==> src/rtl/dmem_arb_pkg.sv <==
// rtl/dmem_arb_pkg.sv - shared types and default sizes for the data-memory arbiter
package dmem_arb_pkg;

  typedef enum logic [1:0] {IDLE, LOCK, RELEASE} arb_state_t;
  typedef enum logic {OWN_CPU, OWN_ACC} owner_t;

  localparam int DMEM_WIDTH     = 32;
  localparam int DMEM_BURST_MAX = 16;

endpackage

==> src/rtl/dmem_arb_rport.sv <==
// rtl/dmem_arb_rport.sv - per-port read-return register (one-cycle rvalid, held rdata)
module dmem_arb_rport
  import dmem_arb_pkg::*;
#(
  parameter int WIDTH = DMEM_WIDTH
) (
  input  logic             clk,
  input  logic             reset,
  input  logic             capture,
  input  logic [WIDTH-1:0] mem_rdata,
  output logic             rvalid,
  output logic [WIDTH-1:0] rdata
);

  always_ff @(posedge clk or posedge reset) begin
    if (reset) begin
      rvalid <= 1'b0;
      rdata  <= '0;
    end else begin
      rvalid <= capture;
      if (capture) rdata <= mem_rdata;
    end
  end

endmodule

==> src/rtl/dmem_arbiter.sv <==
// rtl/dmem_arbiter.sv - CPU/accelerator arbiter for the single data-memory port
// DMEM_ARB_RR_EN: round-robin resolution of IDLE conflicts instead of fixed CPU priority
module dmem_arbiter
  import dmem_arb_pkg::*;
#(
  parameter int WIDTH     = DMEM_WIDTH,
  parameter int BURST_MAX = DMEM_BURST_MAX
) (
  input  logic             clk,
  input  logic             reset,
  input  logic             cpu_req,
  input  logic             cpu_we,
  input  logic [WIDTH-1:0] cpu_addr,
  input  logic [WIDTH-1:0] cpu_wdata,
  output logic             cpu_gnt,
  output logic             cpu_rvalid,
  output logic [WIDTH-1:0] cpu_rdata,
  input  logic             acc_req,
  input  logic             acc_we,
  input  logic [WIDTH-1:0] acc_addr,
  input  logic [WIDTH-1:0] acc_wdata,
  input  logic             acc_lock,
  output logic             acc_gnt,
  output logic             acc_rvalid,
  output logic [WIDTH-1:0] acc_rdata,
  output logic             mem_we,
  output logic [WIDTH-1:0] mem_addr,
  output logic [WIDTH-1:0] mem_wdata,
  input  logic [WIDTH-1:0] mem_rdata
);

  localparam int            CW      = $clog2(BURST_MAX + 1);
  localparam logic [CW-1:0] CNT_ONE = CW'(1);
  localparam logic [CW-1:0] CNT_MAX = CW'(BURST_MAX);

  arb_state_t    state, state_nxt;
  logic [CW-1:0] cnt, cnt_nxt;

`ifdef DMEM_ARB_RR_EN
  owner_t last_owner, last_owner_nxt;

  always_ff @(posedge clk or posedge reset) begin
    if (reset) last_owner <= OWN_ACC;
    else       last_owner <= last_owner_nxt;
  end
`endif

  always_ff @(posedge clk or posedge reset) begin
    if (reset) begin
      state <= IDLE;
      cnt   <= '0;
    end else begin
      state <= state_nxt;
      cnt   <= cnt_nxt;
    end
  end

  always_comb begin
    state_nxt = state;
    cnt_nxt   = cnt;
    cpu_gnt   = 1'b0;
    acc_gnt   = 1'b0;
`ifdef DMEM_ARB_RR_EN
    last_owner_nxt = last_owner;
`endif
    // Grants are forced low while reset is held, even though they are combinational.
    if (!reset) begin
      case (state)
        IDLE: begin
          if (cpu_req && acc_req) begin
`ifdef DMEM_ARB_RR_EN
            cpu_gnt        = (last_owner == OWN_ACC);
            acc_gnt        = !cpu_gnt;
            last_owner_nxt = cpu_gnt ? OWN_CPU : OWN_ACC;
`else
            cpu_gnt = 1'b1;
`endif
          end else begin
            cpu_gnt = cpu_req;
            acc_gnt = acc_req;
          end
          if (acc_gnt && acc_lock) begin
            cnt_nxt   = CNT_ONE;
            state_nxt = (CNT_ONE == CNT_MAX) ? RELEASE : LOCK;
          end
        end
        LOCK: begin
          acc_gnt = acc_req;
          cpu_gnt = cpu_req && !acc_req;
          if (!acc_lock) begin
            state_nxt = IDLE;
            cnt_nxt   = '0;
          end else if (acc_gnt) begin
            cnt_nxt = cnt + CNT_ONE;
            if (cnt_nxt == CNT_MAX) state_nxt = RELEASE;
          end
        end
        RELEASE: begin
          cpu_gnt   = cpu_req;
          acc_gnt   = acc_req && !cpu_req;
          state_nxt = IDLE;
          cnt_nxt   = '0;
        end
        default: begin
          state_nxt = IDLE;
          cnt_nxt   = '0;
        end
      endcase
    end
  end

  assign mem_we    = cpu_gnt ? cpu_we    : (acc_gnt ? acc_we    : 1'b0);
  assign mem_addr  = cpu_gnt ? cpu_addr  : (acc_gnt ? acc_addr  : '0);
  assign mem_wdata = cpu_gnt ? cpu_wdata : (acc_gnt ? acc_wdata : '0);

  dmem_arb_rport #(.WIDTH(WIDTH)) u_cpu_rport (
    .clk       (clk),
    .reset     (reset),
    .capture   (cpu_gnt && !cpu_we),
    .mem_rdata (mem_rdata),
    .rvalid    (cpu_rvalid),
    .rdata     (cpu_rdata)
  );

  dmem_arb_rport #(.WIDTH(WIDTH)) u_acc_rport (
    .clk       (clk),
    .reset     (reset),
    .capture   (acc_gnt && !acc_we),
    .mem_rdata (mem_rdata),
    .rvalid    (acc_rvalid),
    .rdata     (acc_rdata)
  );

endmodule
==> config.mk <==
export PLATFORM = sky130hd
export DESIGN_NAME = dmem_arbiter
export DESIGN_NICKNAME = d
export VERILOG_FILES = /design/src/rtl/dmem_arb_pkg.sv /design/src/rtl/dmem_arb_rport.sv /design/src/rtl/dmem_arbiter.sv
export SDC_FILE = /design/constraint.sdc
export NUM_CORES = 1
export LEC_CHECK = 0
export CAP_MARGIN = 15
export CELL_PAD_IN_SITES_DETAIL_PLACEMENT = 1
export CELL_PAD_IN_SITES_GLOBAL_PLACEMENT = 1
export CORE_ASPECT_RATIO = 0.6
export CORE_MARGIN = 3
export CORE_UTILIZATION = 26
export CTS_CLUSTER_SIZE = 25
export DETAILED_ROUTE_END_ITERATION = 8
export PLACE_DENSITY_LB_ADDON = 0.1
export SYNTH_ARGS = -nofsm -noshare
export SYNTH_HDL_FRONTEND = slang
export SYNTH_SLANG_ARGS = --single-unit
==> constraint.sdc <==
create_clock -name clk -period 6.5 [get_ports clk]
set_clock_uncertainty 0.05 [all_clocks]
set_input_delay 1.3 -clock clk [delete_from_list [all_inputs] [get_ports clk]]
set_output_delay 1.3 -clock clk [all_outputs]
set_load 0.02 [all_outputs]
### Yosys cells after proc, flatten, opt, wreduce, memory -nomap -nowiden

Cells that the tools add are included.

* flip-flop bits (word level): 73
* bits of input ports: 167
* output and inout port bits: 133
* logic and storage cells: 50

* add/sub/neg operators: 1
* eq/ne operators: 6
* multiplexer cells: 23
* bitwise gates (word level): 1
* reductions and logical operators: 13

Operators by type and width (count)
* 32-bit 2-to-1 mux: 4
* 5-bit 2-to-1 mux: 3
* 5-bit one-hot mux with 2 select lines: 1
* 1-bit 2-to-1 mux: 8
* 2-bit 2-to-1 mux: 4
* 1-bit logical AND: 6
* 3-bit != test (second input constant): 2
* 1-bit one-hot mux with 3 select lines: 2
* 5-bit by 1-bit adder with 5-bit output (second input constant): 1
* 5-bit == test (second input constant): 1
* 1-bit zero test: 4
* 2-bit one-hot mux with 2 select lines: 1
* 4-bit AND reduction: 1
* 3-bit AND reduction: 1
* 2-bit by 1-bit == test with 1-bit output (second input constant): 1
* 2-bit == test (second input constant): 1
* 2-bit zero test: 1
* 2-bit != test (second input constant): 1
* 1-bit NOT: 1

### Longest topological paths before layout

* depth after elaboration: 8
* depth in mapped cells: 8

### By module

Synthesis repeated with hierarchy kept, for this count alone.

* cell total of the unflattened synthesis: 274
* area total of the unflattened synthesis: 3895.0 um^2

By module, submodules not included
* dmem_arb_rport: times used 2, cells an instance 70, area an instance 1373.8 um^2, seq. area each 825.8 um^2
* dmem_arbiter: times used 1, cells an instance 134, area an instance 1147.4 um^2, seq. area each 175.2 um^2

### Worst setup path before layout

Ideal clock, no wire load.

* path kind: input to output
* from: input port reset
* to: output port mem_wdata[22]
* arrival: 4040 ps
* required time: 5150 ps
* slack: 1110 ps
* stages: 5
* buffers on the path: 2
* path through: inv_1 -> and3_1 -> buf_2 -> clkbuf_1 -> a22o_1

* word-level cells in the longest chain between the ends: 3

RTL lines
* from (decl): line dmem_arbiter.sv:10 `input logic reset,`
* 1-bit 2-to-1 mux: line dmem_arbiter.sv:67 `if (!reset) begin`
* named net acc_gnt: line dmem_arbiter.sv:23 `output logic acc_gnt,`
* 32-bit 2-to-1 mux (2 in series): line dmem_arbiter.sv:114 `assign mem_wdata = cpu_gnt ? cpu_wdata : (acc_gnt ? acc_wdata : '0);`
* to (decl): line dmem_arbiter.sv:28 `output logic [WIDTH-1:0] mem_wdata,`

The timed path passes the listed nets, and every way through them passes these cells.

### Worst setup path in the final report

* from: input port acc_req
* to: output port mem_addr[1]

* word-level cells in the longest chain between the ends: 8

RTL lines
* from (decl): line dmem_arbiter.sv:18 `input logic acc_req,`
* 1-bit logical AND: line dmem_arbiter.sv:70 `if (cpu_req && acc_req) begin`
* 1-bit 2-to-1 mux: line dmem_arbiter.sv:70
* 1-bit 2-to-1 mux: line dmem_arbiter.sv:68 `case (state)`
* 1-bit 2-to-1 mux: line dmem_arbiter.sv:67
* 1-bit one-hot mux with 3 select lines: line dmem_arbiter.sv:68
* 1-bit 2-to-1 mux: line dmem_arbiter.sv:67
* 32-bit 2-to-1 mux: line dmem_arbiter.sv:113 `assign mem_addr = cpu_gnt ? cpu_addr : (acc_gnt ? acc_addr : '0);`
* 32-bit 2-to-1 mux (*): line dmem_arbiter.sv:113
* to (decl): line dmem_arbiter.sv:27 `output logic [WIDTH-1:0] mem_addr,`

Mark *: on every way between the ends. The rest lies on a longest branch, timed or not. The select of a mux whose other input is x is not followed.

==> reports/metrics.csv <==
metric;value;unit
final_report_setup_violation_count;0;
tritoncts.num_buffers;9;
layout-area-overhead-vs-synth;89.0;%
crit_path_category;input pin to output port;
mappedNetlistNets;443;
port_buffers;299;
route.detailed.wl_per_inst;20.6;um
numClockSinks;73;
synth_top_area_share;48.0;%
status;complete, no violations;
n_fill_cell;1428;
vdd_drop_max;148;uV
number_of_warnings_reported_in_the_yosys_synthesis_log;0;
timing.critical_path.arrival;3.81;ns
static-leakage-power;2.98;nW
achievable-frequency;0.194;GHz
floorplan.initialDensity;27.2;%
yosys.cell_count.top_type;sky130_fd_sc_hd__dfrtp_1;
crit_family;buffers and inverters;
reg2regPathDepth;6;
cts-root-to-sink-buffers;2;
tritoncts;yes;
synth_common_cells;sky130_fd_sc_hd__dfrtp_1 (73), sky130_fd_sc_hd__a22o_1 (65), sky130_fd_sc_hd__mux2_4 (58);
htreeDepth;3;
min_path_type;register to register;
critPathRequiredTime;5.15;ns
place_congestion;0.801;
finish.utilization;51.4;%
detailedRoute.firstIterationViolations;93;
initial_antenna_violation_count;0;
cp.buffers_inverters;3;
timing.critical_path.slowest_cell_delay;0.74;ns
timing.final.crit_period;5.16;ns
vias_per_cell;4.54;
die_height;99.7;um
die-area;16200;um^2
crit_path_end_kind;output port;
fraction_of_layout_instances_using_a_drive_strength_above_1;16.0;%
insertedDiodeCount;0;
cts.reportedPaths.clkPinSlew;0.06;ns
worstPathMaxFanout;44;
fp-row-count;33;
post-cts-setup-buffers;0;
grt_pass1_vias;3844;
final.setup.tns;0;ns
timing.final.hold_violations;0;
global_route_overflow;0;
ioPinCount;300;
timing.critical_path.mode_cell;sky130_fd_sc_hd__clkdlybuf4s50_1;
die_width;162;um
kind_of_start_point_of_the_critical_path;input pin;
post_cts.resized_instances;0;
leading_post_synthesis_cells_by_cell_area;sky130_fd_sc_hd__dfrtp_1 (48%), sky130_fd_sc_hd__mux2_4 (23%), sky130_fd_sc_hd__a22o_1 (15%);
drtAntennaViolNets;0;
grt_usage;18.8;%
path_depth;6;
dp_hpwl;12300;um
grt_first_pass_wirelength;23200;um
core_region_area;14000;um^2
maxCapViolCount;0;
power.density;298;nW/um^2
timing.critical_path.slowest_stage_cell;sky130_fd_sc_hd__and3_2;
synth-edff-count;0;
post-route-drc-count;0;
dominantRegCellSynth;sky130_fd_sc_hd__dfrtp_1;
worst-slew-pin-transition;0.936;ns
yosys_register_bits;73;
grt_start_max_net_pins;75;
postSynthAreaPerCell;13.9;um^2
timing_max_transition_violations_final;0;
clkLatencyLatePin;0.33;ns
post_route_fraction_of_the_period_consumed_by_the_critical_path;79.5;%
cts.root.buffer_cell;sky130_fd_sc_hd__clkbuf_16;
via_count;3453;
wirelength_routed;15600;um
synthDominantAreaCellType;sky130_fd_sc_hd__dfrtp_1;
finish.net_count;732;
slew_headroom;37.6;%
path_cells;clkdlybuf4s50_1 -> o21ai_1 -> and3_2 -> buf_4 -> a22o_1 -> clkdlybuf4s50_1;
synth.distinct_cells;32;
hold_depth;1;
ys_async_sr_fraction;100;%
detailedRoute.firstPassIterationCount;4;
cts.hold.buffers_added;0;
grt_setup_unrepaired;no;
syn-instance-count;274;
synth-seq-area-share;48.0;%
area_of_the_mapped_netlist;3800;um^2
## cells in the final DEF (no fill, tap or decap), types with 2 or more instances in the layout
cell type	synthesis	routed
sky130_fd_sc_hd__a211oi_1	2	2
sky130_fd_sc_hd__a22o_1	65	65
sky130_fd_sc_hd__and3_2	0	2
sky130_fd_sc_hd__buf_4	3	6
sky130_fd_sc_hd__clkbuf_1	8	2
sky130_fd_sc_hd__clkbuf_16	0	9
sky130_fd_sc_hd__clkbuf_8	0	2
sky130_fd_sc_hd__clkdlybuf4s50_1	0	299
sky130_fd_sc_hd__clkinv_2	0	3
sky130_fd_sc_hd__dfrtp_1	73	73
sky130_fd_sc_hd__ha_1	2	2
sky130_fd_sc_hd__mux2_2	7	7
sky130_fd_sc_hd__mux2_4	58	58
sky130_fd_sc_hd__nand2_1	6	6
sky130_fd_sc_hd__nand3_1	6	6
sky130_fd_sc_hd__nand3b_1	2	2
sky130_fd_sc_hd__nor2_1	2	2
sky130_fd_sc_hd__nor2b_4	1	2
sky130_fd_sc_hd__o21ai_0	4	4
sky130_fd_sc_hd__or4_1	2	2
## cells by family after synthesis
kind of cell,Yosys count,synth area share (%)
AO/OA/AOI/OAI,77,17.0
flip-flops,73,48.0
multiplexers,66,25.2
buffers and inverters,28,4.74
AND/OR/NAND/NOR,27,4.14
adder cells (fa/ha/maj),2,0.658
XOR/XNOR,1,0.230
## flip-flops by register name (all words and copies together), names as in the netlist
| name | cells |
|---|---|
| u_cpu_rport.rvalid | 1 |
| u_acc_rport.rdata | 32 |
| state | 2 |
| u_acc_rport.rvalid | 1 |
| cnt | 5 |
| u_cpu_rport.rdata | 32 |
## final cells by class
type                            count  area, um^2  area share (%)
Clock buffer                       13         260            3.62
Timing Repair Buffer              305        3040            42.2
Inverter                            1        3.75          0.0522
Tap cell                          192         240            3.34
Sequential cell                    73        1830            25.4
Clock inverter                      3        15.0           0.209
Multi-Input combinational cell    173        1810            25.1
## metrics by stage
step	instance area [um^2]	std cells	setup slack, ns	hold WS [ns]	power (mW)
floorplan	3800	274	1.11	0.449	1.18
global placement	6920	744	1.38	0.440	1.67
detailed placement	6920	744	1.33	0.445	1.69
CTS	7190	760	1.32	0.462	2.18
global route	7190	760	1.17	0.477	2.26
finish	7190	760	1.34	0.457	2.15
## per-layer routing
layer | global-route usage [%] | routed length [um]
met4 | 3.01 | 97
met5 | 0 | 0
met2 | 32.2 | 7810
met1 | 22.8 | 6420
met3 | 7.49 | 1290
## report_power, final
part           leakage (nW)  switching [mW]  internal (mW)
registers             0.878          0.0925          0.591
clock network         0.139           0.187          0.278
logic                  1.96           0.430          0.569
## worst reg2reg max path, cell delays in order (launching register included)
cell	delay [ns]
sky130_fd_sc_hd__dfrtp_1	0.50
sky130_fd_sc_hd__mux2i_1	0.21
sky130_fd_sc_hd__and3_2	0.20
sky130_fd_sc_hd__buf_4	0.56
sky130_fd_sc_hd__nor2b_4	0.67
sky130_fd_sc_hd__buf_4	0.47
sky130_fd_sc_hd__mux2_4	0.36
## final timing paths
path | slack [ns] | startpoint | to
min in group asynchronous | 1.57 | reset | cnt[1]
max in group asynchronous | 4.23 | reset | u_acc_rport.rdata[1]
min | 0.46 | u_acc_rport.rdata[31] | u_acc_rport.rdata[31]
max | 1.34 | acc_req | mem_addr[1]
min reg2reg | 0.46 | u_acc_rport.rdata[31] | u_acc_rport.rdata[31]
max reg2reg | 3.39 | state[0] | u_acc_rport.rdata[2]
Note: power is estimated with default switching activity, not from simulation.
